File: src/rtl/scan_chain_ctrl.sv
// Scan tester: shifts pattern in MSB-first, captures CAPTURE_CYCLES, shifts response out; done 2N+C edges after start.
// No backpressure: start is taken only in IDLE (busy=0) and is ignored otherwise.
module scan_chain_ctrl #(
  parameter int CHAIN_LEN      = 8,
  parameter int CAPTURE_CYCLES = 1
) (
  input  logic                 clk,
  input  logic                 rst_n,
  input  logic                 start,
  input  logic [CHAIN_LEN-1:0] pattern,
  input  logic [CHAIN_LEN-1:0] expected,
  input  logic [CHAIN_LEN-1:0] mask,
  input  logic                 scan_out,
  output logic                 scan_en,
  output logic                 scan_in,
  output logic                 busy,
  output logic                 done,
  output logic [CHAIN_LEN-1:0] response,
  output logic                 pass
);

  localparam int MAXL = (CHAIN_LEN > CAPTURE_CYCLES) ? CHAIN_LEN : CAPTURE_CYCLES;
  localparam int CW   = $clog2(MAXL) + 1;
  localparam logic [CW-1:0] SHIFT_LAST = CW'(CHAIN_LEN - 1);
  localparam logic [CW-1:0] CAP_LAST   = CW'(CAPTURE_CYCLES - 1);

  typedef enum logic [1:0] {IDLE, SHIFT_IN, CAPTURE, SHIFT_OUT} state_t;

  state_t               state, state_nxt;
  logic [CW-1:0]        cnt, cnt_nxt;
  logic [CHAIN_LEN-1:0] sr, sr_nxt;
  logic [CHAIN_LEN-1:0] exp_r, exp_nxt;
  logic [CHAIN_LEN-1:0] mask_r, mask_nxt;
  logic [CHAIN_LEN-1:0] resp_nxt;
  logic [CHAIN_LEN-1:0] sr_sampled;
  logic                 scan_en_nxt, scan_in_nxt, busy_nxt, done_nxt, pass_nxt;

  // One register serves both directions: pattern drains out the top, response fills from the bottom.
  assign sr_sampled = {sr[CHAIN_LEN-2:0], scan_out};

  always_ff @(posedge clk or negedge rst_n) begin
    if (!rst_n) begin
      state    <= IDLE;
      cnt      <= '0;
      sr       <= '0;
      exp_r    <= '0;
      mask_r   <= '0;
      scan_en  <= 1'b0;
      scan_in  <= 1'b0;
      busy     <= 1'b0;
      done     <= 1'b0;
      response <= '0;
      pass     <= 1'b0;
    end else begin
      state    <= state_nxt;
      cnt      <= cnt_nxt;
      sr       <= sr_nxt;
      exp_r    <= exp_nxt;
      mask_r   <= mask_nxt;
      scan_en  <= scan_en_nxt;
      scan_in  <= scan_in_nxt;
      busy     <= busy_nxt;
      done     <= done_nxt;
      response <= resp_nxt;
      pass     <= pass_nxt;
    end
  end

  always_comb begin
    state_nxt   = state;
    cnt_nxt     = cnt;
    sr_nxt      = sr;
    exp_nxt     = exp_r;
    mask_nxt    = mask_r;
    scan_en_nxt = scan_en;
    scan_in_nxt = scan_in;
    busy_nxt    = busy;
    done_nxt    = 1'b0;
    resp_nxt    = response;
    pass_nxt    = pass;
    case (state)
      IDLE: begin
        if (start) begin
          sr_nxt      = pattern;
          exp_nxt     = expected;
          mask_nxt    = mask;
          scan_en_nxt = 1'b1;
          scan_in_nxt = pattern[CHAIN_LEN-1];
          busy_nxt    = 1'b1;
          cnt_nxt     = '0;
          state_nxt   = SHIFT_IN;
        end
      end
      SHIFT_IN: begin
        scan_in_nxt = sr[CHAIN_LEN-2];
        sr_nxt      = {sr[CHAIN_LEN-2:0], 1'b0};
        if (cnt == SHIFT_LAST) begin
          scan_en_nxt = 1'b0;
          scan_in_nxt = 1'b0;
          cnt_nxt     = '0;
          state_nxt   = CAPTURE;
        end else begin
          cnt_nxt = cnt + CW'(1);
        end
      end
      CAPTURE: begin
        if (cnt == CAP_LAST) begin
          scan_en_nxt = 1'b1;
          cnt_nxt     = '0;
          state_nxt   = SHIFT_OUT;
        end else begin
          cnt_nxt = cnt + CW'(1);
        end
      end
      SHIFT_OUT: begin
        sr_nxt = sr_sampled;
        if (cnt == SHIFT_LAST) begin
          resp_nxt    = sr_sampled;
          pass_nxt    = ~|((sr_sampled ^ exp_r) & mask_r);
          scan_en_nxt = 1'b0;
          busy_nxt    = 1'b0;
          done_nxt    = 1'b1;
          cnt_nxt     = '0;
          state_nxt   = IDLE;
        end else begin
          cnt_nxt = cnt + CW'(1);
        end
      end
      default: state_nxt = IDLE;
    endcase
  end

endmodule
File: config.mk
export PLATFORM = sky130hd
export DESIGN_NAME = scan_chain_ctrl
export DESIGN_NICKNAME = d
export VERILOG_FILES = /design/src/rtl/scan_chain_ctrl.sv
export SDC_FILE = /design/constraint.sdc
export NUM_CORES = 1
export LEC_CHECK = 0
export ABC_AREA = 0
export CAP_MARGIN = 20
export CORE_UTILIZATION = 50
export DETAILED_ROUTE_END_ITERATION = 8
export GPL_ROUTABILITY_DRIVEN = 0
export PLACE_DENSITY = 0.78
export SETUP_SLACK_MARGIN = 0.4
export SYNTH_ARGS = -nofsm -noshare
export SYNTH_HDL_FRONTEND = slang
export SYNTH_SLANG_ARGS = --single-unit
File: constraint.sdc
create_clock -name clk -period 2 [get_ports clk]
set_clock_uncertainty 0.1 [all_clocks]
set_input_delay 0.5 -clock clk [delete_from_list [all_inputs] [get_ports clk]]
set_output_delay 0.5 -clock clk [all_outputs]
set_load 0.02 [all_outputs]
Word-level counts from Yosys, hierarchy flattened:

Cells that the tools add are included.

* reductions and logical operators: 15
* mux-type cells: 21
* add/sub/neg operators: 1
* bitwise operators: 2
* eq/ne operators: 9

Operators with widths (number)
* 7-bit one-hot mux with 3 select lines: 1
* 4-bit 2-to-1 mux: 3
* 4-bit one-hot mux with 3 select lines: 1
* 8-bit AND: 1
* 2-bit 2-to-1 mux: 4
* 2-bit != test (second input constant): 4
* 2-bit one-hot mux with 4 select lines: 1
* 2-bit AND reduction: 4
* 8-bit OR reduction: 1
* 8-bit XOR: 1
* 1-bit 2-to-1 mux: 7
* 7-bit 2-to-1 mux: 1
* 3-bit AND reduction: 2
* 4-bit by 1-bit adder with 4-bit output (second input constant): 1
* 2-bit == test (second input constant): 2
* 4-bit by 3-bit == test with 1-bit output (second input constant): 1
* 4-bit zero test: 1
* 1-bit one-hot mux with 2 select lines: 2
* 4-bit AND reduction: 1
* 2-bit nonzero test: 2
* 1-bit one-hot mux with 3 select lines: 1
* 3-bit nonzero test: 1
* 2-bit by 1-bit == test with 1-bit output (second input constant): 1
* 2-bit zero test: 1
* other kinds (3): 3

* output and inout bits: 13
* bits of input ports: 28
* word-level logic and storage cells: 59
* bits in registers: 42

Longest topological paths before layout:

* depth in word-level cells: 4
* mapped depth: 7
* mapped depth without buffers: 6

Worst setup path after synthesis:

Ideal clock, no wire load.

* path kind: flip-flop to flip-flop
* start: register state[0]
* end: register state[1]
* data required time: 1.775 ns
* setup time: 0.125 ns
* slack: 0.271 ns
* arrival: 1.505 ns
* clock period less this slack: 1.729 ns
* buffers on the path: 0
* cell stages (with the launch flop): 6
* path through: dfrtp_1 > ha_1 > nor2_4 > nor2_1 > nor2_1 > mux2_2

* word-level cells in the longest chain between the ends: 3
* elaborated cells on any way between the ends: 10
* classes of those cells: eq/ne (7); mux (1); reduce/logical (2)

Ends and longest elaborated chain
* start, declared: RTL line 29 `state_t state, state_nxt;`
* start signal, assigned: RTL line 55 `state <= state_nxt;`
* 2-bit by 1-bit == test with 1-bit output, or another cell as far along: RTL line 81 `case (state)`
* 2-bit != test (no source line)
* 4-bit AND reduction (no source line)

Parallel ways exist; a longest one is shown, timed or not.
A chain may end at the register's enable or synchronous reset.

Final worst setup path:

* start: register cnt[0]
* end: register state[1]

* word-level cells in the longest chain between the ends: 3
* elaborated cells on any way between the ends: 6
* classes of those cells: eq/ne (4); reduce/logical (2)

Ends and longest elaborated chain
* start, declared: RTL line 30 `logic [CW-1:0] cnt, cnt_nxt;`
* start signal, assigned: RTL line 56 `cnt <= cnt_nxt;`
* 4-bit by 3-bit == test with 1-bit output or 4-bit zero test (tied branches): RTL line 97, 117, 107
* 2-bit != test (no source line)
* 4-bit AND reduction (no source line) *

Every way passes the cells marked *; elsewhere a longest branch is shown, timed or not.

==> results.txt <==
----------------------------------------------------
[CTS]
  Worst skew pair latency ... around 0.30 ns
  Clock tree from TritonCTS ... done
  Clock sinks ... 42
  CTS H-tree lvls ... 2
  Clock transition at the registers of the reported paths ... around 0.080 ns
  Root Buffer Master ... clkbuf_8
  Buffer depth of the longest clock path ... 2
  Hold-fix buffers, CTS ... 0
  Clock buffers created by TritonCTS ... 5

[STA]
  Ratio of final minimum period to clock period ... a little over four fifths
  Final Critical Period ... around 1.7 ns
  Worst setup margin ... roughly 0.31 ns
  Slew Limit Headroom ... between 60 and 70%
  Number of hold-slack violations in the final timing report ... 0
  Number of slew-limit violations in the final report ... 0
  Setup Viol. Count Final ... 0
  Worst Max-Slew Pin Slew ... roughly 0.51 ns
  Maximum operating frequency ... a little under 600 MHz
  Unrepaired setup endpoints after global routing ... yes
  Setup tns final ... 0 ns

[Floorplan]
  Core area ... between 3000 and 4000 um2
  Starting Density ... 53.2%
  Height of the die ... roughly 65 um
  # IOs ... about 40
  Chip width ... ~65 um
  Total number of placement rows ... 22
  Total Die Area ... about 4200 um2

[Place]
  Pre-CTS WS ... between 0.04 and 0.05 ns
  Post-placement cell area ... about 2500 um2
  Port buffer count ... 40
  DP Wirelength ... 2830 um

[Synthesis]
  Cell with the most instances after synthesis ... dfrtp_1
  Mapped Cells ... 159
  Cell Area, Synth ... about 2000 um2
  Predominant post-synthesis flop cell ... dfrtp_1
  Cell types with the largest area share after synthesis ... dfrtp_1 53%, mux2_2 11%, mux2i_1 4.5%
  Area leader, netlist ... dfrtp_1
  Yosys warning total ... 0
  Most numerous cell types in the synthesized netlist ... 42 x dfrtp_1, 20 x mux2_2, 14 x nand2_1
  Number of synthesized register bits ... between 40 and 50
  Count of different cell masters after synthesis ... 31
  Share of the yosys chip area belonging to registers ... between 50% and 60%
  Net Count, Synth ... 194
  Fraction of synthesis flops using an asynchronous set or reset pin ... 100%
  Share of the synthesized area in the top cell type ... a little over half
  EDFF count, synth ... 0
  Synthesized area divided by synthesized cell count ... 12.5 um2

[Drt]
  Residual antenna-violating net count after detailed routing ... 0
  Total wirelength of the detailed-routed design ... 4460 um
  Routed length per placed instance ... about 17 um
  Average vias per placed instance ... 5.41
  DRC violations left ... 0
  Number of DRC violations after detailed-routing iteration 0 ... between 60 and 70
  Total number of vias ... 1461
  First-pass iteration count of the detailed router ... 4

[Global route]
  Largest net degree at the start of global routing ... 43
  Total congestion overflow ... 0
  Antenna violations before repair ... 0
  Number of global-route vias before repair ... 1415
  Aggregate global-route resource usage ... 21.8%
  Global-route wire length before repair ... approximately 6700 um

[Power]
  Net switching power ... ~1.4 mW
  Power per Cell Area ... 1410 nW/um2
  Net Sw Frac ... a little over a third
  Cell internal pwr ... ~2.5 mW
  Worst ir drop on vdd ... roughly 0.00081 V
  Leakage dissipation ... 1.31 nW
  Portion of total power attributed to sequential cells ... about 38%
  Clk pwr share ... 14.6%
  Combinational group share of total power ... roughly 48%

[Status]
  Run status ... completed

[Cells and area]
  Count of inserted antenna diode cells ... 0
  Layout Cell Area excl Fill ... 2770 um2
  Area delta synth->final ... 38.9%
  Proportion of layout cells with a drive suffix above 1 ... 37.4%
  Nets ... between 200 and 300
  Filler cell count in the final layout ... roughly 260

[Worst setup path]
  Required time at the endpoint of the critical path ... 2.08 ns
  Endpoint type of the worst setup path ... flop
  CP Buf/Inv Count ... 1
  Arrival time of data at the critical path endpoint ... approximately 1.8 ns
  Crit-path slowest cell ... dfrtp_1
  Category of cells accounting for the largest share of critical-path delay ... flip-flops
  Path type of the worst setup path ... flop to flop
  CP Launch Type ... flop
  Worst path cell trace ... inv_2 -> ha_1 -> nor3b_4 -> o21ai_2 -> nor2_2 -> mux2_4
  Flop2flop setup slack ... ~0.31 ns
  Critical Path Max Stage Delay ... ~0.44 ns
  Max FO, Critical Path ... 3

[Run]
  Max-cap violations ... 0

[Hold path]
  Hold crit path type ... primary input to asynchronous set/reset pin

----------------------------------------------------
## final timing paths
check,startpoint,end,depth (start not counted)
min,rst_n,exp_r[0],2
min reg2reg,pass,pass,2
min in group clk,pass,pass,2
max in group asynchronous,rst_n,state[1],2
max,cnt[0],state[1],6
max reg2reg,cnt[0],state[1],6
## placed cells by master (no fill, tap or decap), types with 2 or more instances in the layout
cell type	netlist	final
a21oi_1	2	2
a22o_1	2	2
a22oi_1	5	5
buf_12	0	2
buf_4	0	11
buf_6	1	5
clkbuf_2	0	8
clkbuf_8	0	6
clkdlybuf4s15_1	0	4
clkdlybuf4s50_1	0	24
dfrtp_1	42	40
dfrtp_2	0	2
dlygate4sd2_1	0	2
ha_1	7	2
ha_4	0	4
inv_1	9	5
inv_2	0	2
inv_4	0	2
mux2_2	20	19
mux2_4	6	7
mux2i_1	9	9
nand2_1	14	13
nand2_2	1	2
nand2b_4	0	2
nor3_1	2	2
o21ai_0	10	6
o21ai_1	3	6
xor2_1	8	8
## area by class of cell
| type | count | area, um2 | share of cell area (%) |
|---|---|---|---|
| flip-flops and latches | 42 | 1050 | 38.1 |
| multi-input cells | 105 | 985 | 35.6 |
| repair buffers | 58 | 534 | 19.3 |
| clock buffers | 6 | 82.6 | 2.99 |
| well taps | 48 | 60.1 | 2.17 |
| inverters | 9 | 38.8 | 1.40 |
| clock inverters | 2 | 12.5 | 0.452 |
## power groups by stage
stage	sequential, mW	clock (mW)	combinational (mW)
after global placement	1.40	0	1.36
after floorplan	1.38	0	1.02
after detailed placement	1.43	0	1.41
after CTS	1.43	0.574	1.59
final	1.46	0.569	1.86
after global routing	1.49	0.613	2.01
## sequential cells by signal (all words and copies together) (netlist names)
register and cells:
mask_r 8, exp_r 8, busy 1, scan_en 1, state 2, response 8, done 1, cnt 4
pass 1, sr 7, scan_in 1
## logic make-up after synthesis
kind of cell / Yosys count / share of synthesized area, %
DFF: 42 / 52.8
muxes: 35 / 20.4
and+or+nand+nor: 29 / 7.98
AOI/OAI and AO/OA: 26 / 8.23
buffers and inverters: 12 / 2.76
xor gates and xnor gates: 8 / 3.52
adders and majority gates: 7 / 4.40
## layer usage
layer	track usage, %	part of all wire (%)	vias up	routed length (um)
li1	-	-	682	-
met1	27.6	41	713	1820
met2	35.2	52	57	2310
met3	5.73	4.9	9	218
met4	9.78	2.4	0	109
met5	0	0	-	0
## through the flow
stage	cells	power, mW	util [%]	hold WS, ns
3_3_place_gp	250	2.77	66.7	0.373
6_report	270	3.89	73.9	0.157
2_1_floorplan	159	2.40	-	0.104
4_1_cts	265	3.60	72.2	0.185
3_5_place_dp	250	2.84	66.7	0.380
5_1_grt	270	4.11	73.9	0.198
## what timing repair did
action                                  in CTS  in global routing
pin swaps                                    7                  5
gates resized for setup                     39                 29
buffers inserted                             7                  4
cloned                                       0                  1
endpoints found under the setup margin      33                 33
Power figures use the tool's default switching activity.
==> edit 1 (config.mk and constraints unchanged) <==
Encoding of `state_t`: now one-hot (4 bits for 4 states).
--- a/src/rtl/scan_chain_ctrl.sv
+++ b/src/rtl/scan_chain_ctrl.sv
@@ -25,5 +25,5 @@
   localparam logic [CW-1:0] CAP_LAST   = CW'(CAPTURE_CYCLES - 1);
 
-  typedef enum logic [1:0] {IDLE, SHIFT_IN, CAPTURE, SHIFT_OUT} state_t;
+  typedef enum logic [3:0] {IDLE = 4'b0001, SHIFT_IN = 4'b0010, CAPTURE = 4'b0100, SHIFT_OUT = 4'b1000} state_t;
 
   state_t               state, state_nxt;
Check against the original RTL: no difference found for any inputs over 10 cycles, from zero or initial values and one cycle with rst_n low; not proved beyond that.
==> edit 1 against the unedited design <==
Final area is 18% higher; setup slack worse by 0.19 ns; power rose by 8.6%; critical path depth is 2 lower; fmax shrank 10%; sequential power rose by 8%; worst hold slack improved by 0.23 ns; die area up 4.5%; wire length rose by 46%; sequential cell count grew 2; synthesized area rose by 4.6%.
==> edit 1: results (changes against the unedited design) <==
| Metric | Value |
|---|---|
| Status | complete, no violations |
| Crit-path max FO | 6 (+3) |
| Vias | 1961 (+34%) |
| Syn_nets | 245 (+26%) |
| Nets | 318 (+24%) |
| Slowest stage cell, crit path | dfstp_2 |
| Data arrival, critical path | 1.95 ns (+0.19 ns) |
| Sequential area share after synthesis | 0.529 (+0.00117) |
| Largest net degree at the start of global routing | 23 (-47%) |
| Drt pass-1 iters | 5 (+1) |
| Routed len/inst | 19.2 µm (+16%) |
| DP Worst Slack | -0.213 ns (-0.260 ns) |
| Worst path max stage delay | 0.59 ns (+0.15 ns) |
| Routed wire length | 6500 µm (+46%) |
| Worst min path class | flop to flop |
| Post-DP HPWL | 3320 µm (+17%) |
| Initial DRC Count | 139 (+100%) |
| Top cells by count, synth | nand2_1, dfrtp_1, nor2_1 |
| Root buffer selected by CTS | clkbuf_8 |
| Number of global-route vias before repair | 1784 (+26%) |
| Worst slew pin tran | 0.441 ns (-0.0717 ns) |
| Leak | 1.55 nW (+18%) |
| Post-placement cell count | 307 (+23%) |
| # fillers | 215 (-18%) |
| Gr usage total | 0.275 (+0.0565) |
| First-pass GRT wire length | 8780 µm (+31%) |
| Syn_area_per_cell | 9.70 µm² (-23%) |
| Distinct cell type count after synthesis | 42 (+35%) |
| Top area cells in the synthesized netlist | dfrtp_1, nand2_1, mux2_2, xor2_1, a31oi_1 |
-- edit 1: changes by cell type in the layout (fill, tap and decap cells not counted), moves of 7 or more --
cell,before,now
nor2_1,1,8
mux2i_1,9,1
nand2_1,13,32
nand2_4,1,18
nand2_2,2,16
buf_4,11,19
mux2_2,19,7
-- edit 1: cell type report --
type                    count  area, µm²  area share
clock inverters             2       35.0      0.0107
clock buffers               6       72.6      0.0221
flip-flops and latches     44       1110       0.338
multi-input cells         153       1220       0.372
well taps                  50       62.6      0.0191
repair buffers             76        751       0.229
inverters                   8       32.5     0.00993
-- edit 1: final timing paths --
| kind | depth (start not counted) | slack (ns) | from | to |
|---|---|---|---|---|
| max | 4 | 0.12 | state[0] | scan_en |
| min | 2 | 0.39 | mask_r[0] | mask_r[0] |
| max reg2reg | 4 | 0.12 | state[0] | scan_en |
| min reg2reg | 2 | 0.39 | mask_r[0] | mask_r[0] |
| max in group asynchronous | 3 | 0.73 | rst_n | response[0] |
| min in group asynchronous | 2 | 0.50 | rst_n | response[1] |
-- edit 1: metrics by stage --
| stage | power (W) | TNS (ns) | instance area [µm²] |
|---|---|---|---|
| after global routing | 0.00443 | 0 | 3280 |
| final | 0.00422 | 0 | 3280 |
| after CTS | 0.00374 | 0 | 3060 |
| after floorplan | 0.00223 | 0 | 2120 |
| after global placement | 0.00264 | -2.58 | 2630 |
| after detailed placement | 0.00270 | -2.94 | 2630 |
-- edit 1: worst register-to-register path: stages (launching register included) --
cell and delay, ns:
dfstp_2 0.59, nand2_4 0.06, or4_4 0.52, a222oi_1 0.35, o22ai_1 0.13
-- edit 1: kinds of logic after synthesis --
family                   Yosys count  share of synthesized area
AO/OA/AOI/OAI                     31                      0.100
XOR/XNOR                           9                     0.0378
adder cells (fa/ha/maj)            2                     0.0120
buffers and inverters             19                     0.0444
flip-flops                        44                      0.529
multiplexers                       9                     0.0480
AND/OR/NAND/NOR                  101                      0.229
-- edit 1: what timing repair did --
| item | 4_1_cts | 5_1_grt |
|---|---|---|
| cloned | 3 | 0 |
| hold buffers | 1 | 0 |
| setup endpoints to repair | 53 | 55 |
| hold endpoints to repair | 10 | 0 |
| pin swaps | 28 | 20 |
| resized for setup | 67 | 65 |
| setup buffers | 13 | 7 |
-- edit 1: routing by layer --
layer / vias to the layer above / wire, µm / global-route usage
met5: - / 0 / 0
met4: 0 / 189 / 0.0798
met3: 25 / 392 / 0.0514
met2: 89 / 3280 / 0.437
met1: 971 / 2640 / 0.380
li1: 876 / - / -
-- edit 1: where the power goes --
part	leakage [nW]	internal, W	switching [W]
Sequential	0.544	0.00119	0.000389
Clock	0.0552	0.000371	0.000300
Combinational	0.951	0.000989	0.000980
==> edit 2 (config.mk and constraints unchanged) <==
Without the edit above. The parameter `CHAIN_LEN` goes from 8 to 16.
--- a/src/rtl/scan_chain_ctrl.sv
+++ b/src/rtl/scan_chain_ctrl.sv
@@ -2,5 +2,5 @@
 // No backpressure: start is taken only in IDLE (busy=0) and is ignored otherwise.
 module scan_chain_ctrl #(
-  parameter int CHAIN_LEN      = 8,
+  parameter int CHAIN_LEN      = 16,
   parameter int CAPTURE_CYCLES = 1
 ) (
Ports: changed (resized expected, mask, pattern and response); port bits go from 41 to 73. No check against the original RTL was run, so the function may have changed too.
==> edit 2 against the unedited design <==
The flow now finishes with violations (DRC); sequential share of layout area is 0.58 points lower; largest cell class unchanged; power up 87%; wire length up 89%; highest routed layer unchanged; sequential cell count increased by 33; critical path depth is 1 lower; utilization up 3.4 points; final area up 82%; synthesized area rose by 72%; setup slack got worse by 0.010 ns.
==> edit 2: results (changes against the unedited design) <==
| Metric | Value |
|---|---|
| Status | complete, but fails checks |
| Failing checks | DRC |
| IO buf count | 72 (+80%) |
| Data arrival, critical path | 1.83 ns (+0.07 ns) |
| Gate Count Post-Synth | 269 (+69%) |
| Crit-path max FO | 4 (+1) |
| Ys async rst share | 1.00 (unchanged) |
| Slew Limit Headroom | 0.752 (+0.0937) |
| Combinational power share | 0.469 (-0.010) |
| First-pass GRT wire length | 13000 µm (+93%) |
| DP Worst Slack | 0.0122 ns (-0.0346 ns) |
| Post-route DRC | 3 (+3) |
| Cell Int Power | 0.00467 W (+89%) |
| Post-DP HPWL | 5220 µm (+84%) |
| Number of global-route vias before repair | 2505 (+77%) |
| Top cells by count, synth | dfrtp_1, mux2_2, nand2_1 |
| Num CTS Buffers | 9 (+4) |
| Drt pass-1 iters | 6 (+2) |
| Seq. pwr | 0.00259 W (+77%) |
| Max H-tree Level | 3 (+1) |
| Clock Tree Buf Depth | 2 (unchanged) |
| Worst min path class | flop to flop |
| Leak | 2.34 nW (+78%) |
| Syn_nets | 329 (+70%) |
| Biggest regs | exp_r: 16 flops, mask_r: 16 flops, response: 16 flops |
| Distinct cell type count after synthesis | 39 (+26%) |
| Total power | 0.00725 W (+87%) |
| Initial antenna violation count | 0 (unchanged) |
| Final hold violation count | 0 (unchanged) |
| VDD IR max | 0.000797 V (-1.4%) |
| Sequential area share after synthesis | 0.548 (+0.0200) |
| Clock Pin Slew Worst Setup and Hold Paths | 0.07 ns |
| Post-placement cell count | 423 (+69%) |
| Top area cells in the synthesized netlist | dfrtp_1, mux2_2, xor2_1, mux2i_1, mux2_4 |
| Post-route insts no fill | 460 (+70%) |
| Gr usage total | 0.242 (+0.0239) |
| Largest net degree at the start of global routing | 35 (-19%) |
| Routed wire length | 8440 µm (+89%) |
| Placed Instance Area | 4430 µm² (+77%) |
| Fraction of layout cells with a size suffix above 1 | 0.454 (+0.0804) |
| Root buffer selected by CTS | clkbuf_8 |
| Nets | 439 (+71%) |
| Initial DRC Count | 183 (+170%) |
| Clock Latency Late Sink | 0.35 ns (+0.05 ns) |
| Vias per cell | 5.59 (+3.4%) |
-- edit 2: metal layers --
| metal | track usage | wire [µm] |
|---|---|---|
| met1 | 0.340 | 3840 |
| met3 | 0.0570 | 423 |
| met5 | 0 | 0 |
| met4 | 0.0878 | 100 |
| met2 | 0.370 | 4080 |
-- edit 2: area by class of cell --
cell class	instances	area, µm²
clock inverters	4	76.3
inverters	9	43.8
repair buffers	107	1030
flip-flops and latches	75	1880
fillers	403	1470
clock buffers	11	131
multi-input cells	177	1760
well taps	77	96.3
-- edit 2: final timing paths --
check,slack (ns),from,cells after the start,to
worst max register to register,0.30,state[0],5,state[1]
worst min register to register,0.41,response[8],1,response[8]
min in group asynchronous,0.51,rst_n,2,response[4]
worst min-delay path,0.41,response[8],1,response[8]
max in group asynchronous,0.72,rst_n,3,sr[13]
worst max-delay path,0.30,state[0],5,state[1]
-- edit 2: cell families after synthesis --
group	after synthesis	share of synthesized area
DFF	75	0.548
muxes	61	0.204
AOI/OAI and AO/OA	47	0.0909
and+or+nand+nor	44	0.0643
buffers and inverters	18	0.0234
xor gates and xnor gates	16	0.0409
adders and majority gates	8	0.0292
-- edit 2: critical path: stages (launching register included) --
cell and delay, ns:
dfrtp_2 0.46, ha_4 0.18, or2_4 0.27, o21ai_4 0.07, and3_4 0.21, mux2_4 0.29
-- edit 2: what timing repair did --
action	4_1_cts	5_1_grt
hold buffers	1	0
setup buffers	9	6
pin swaps	6	11
hold endpoints to repair	25	0
gates cloned	2	4
setup endpoints to repair	93	78
resized for setup	94	66
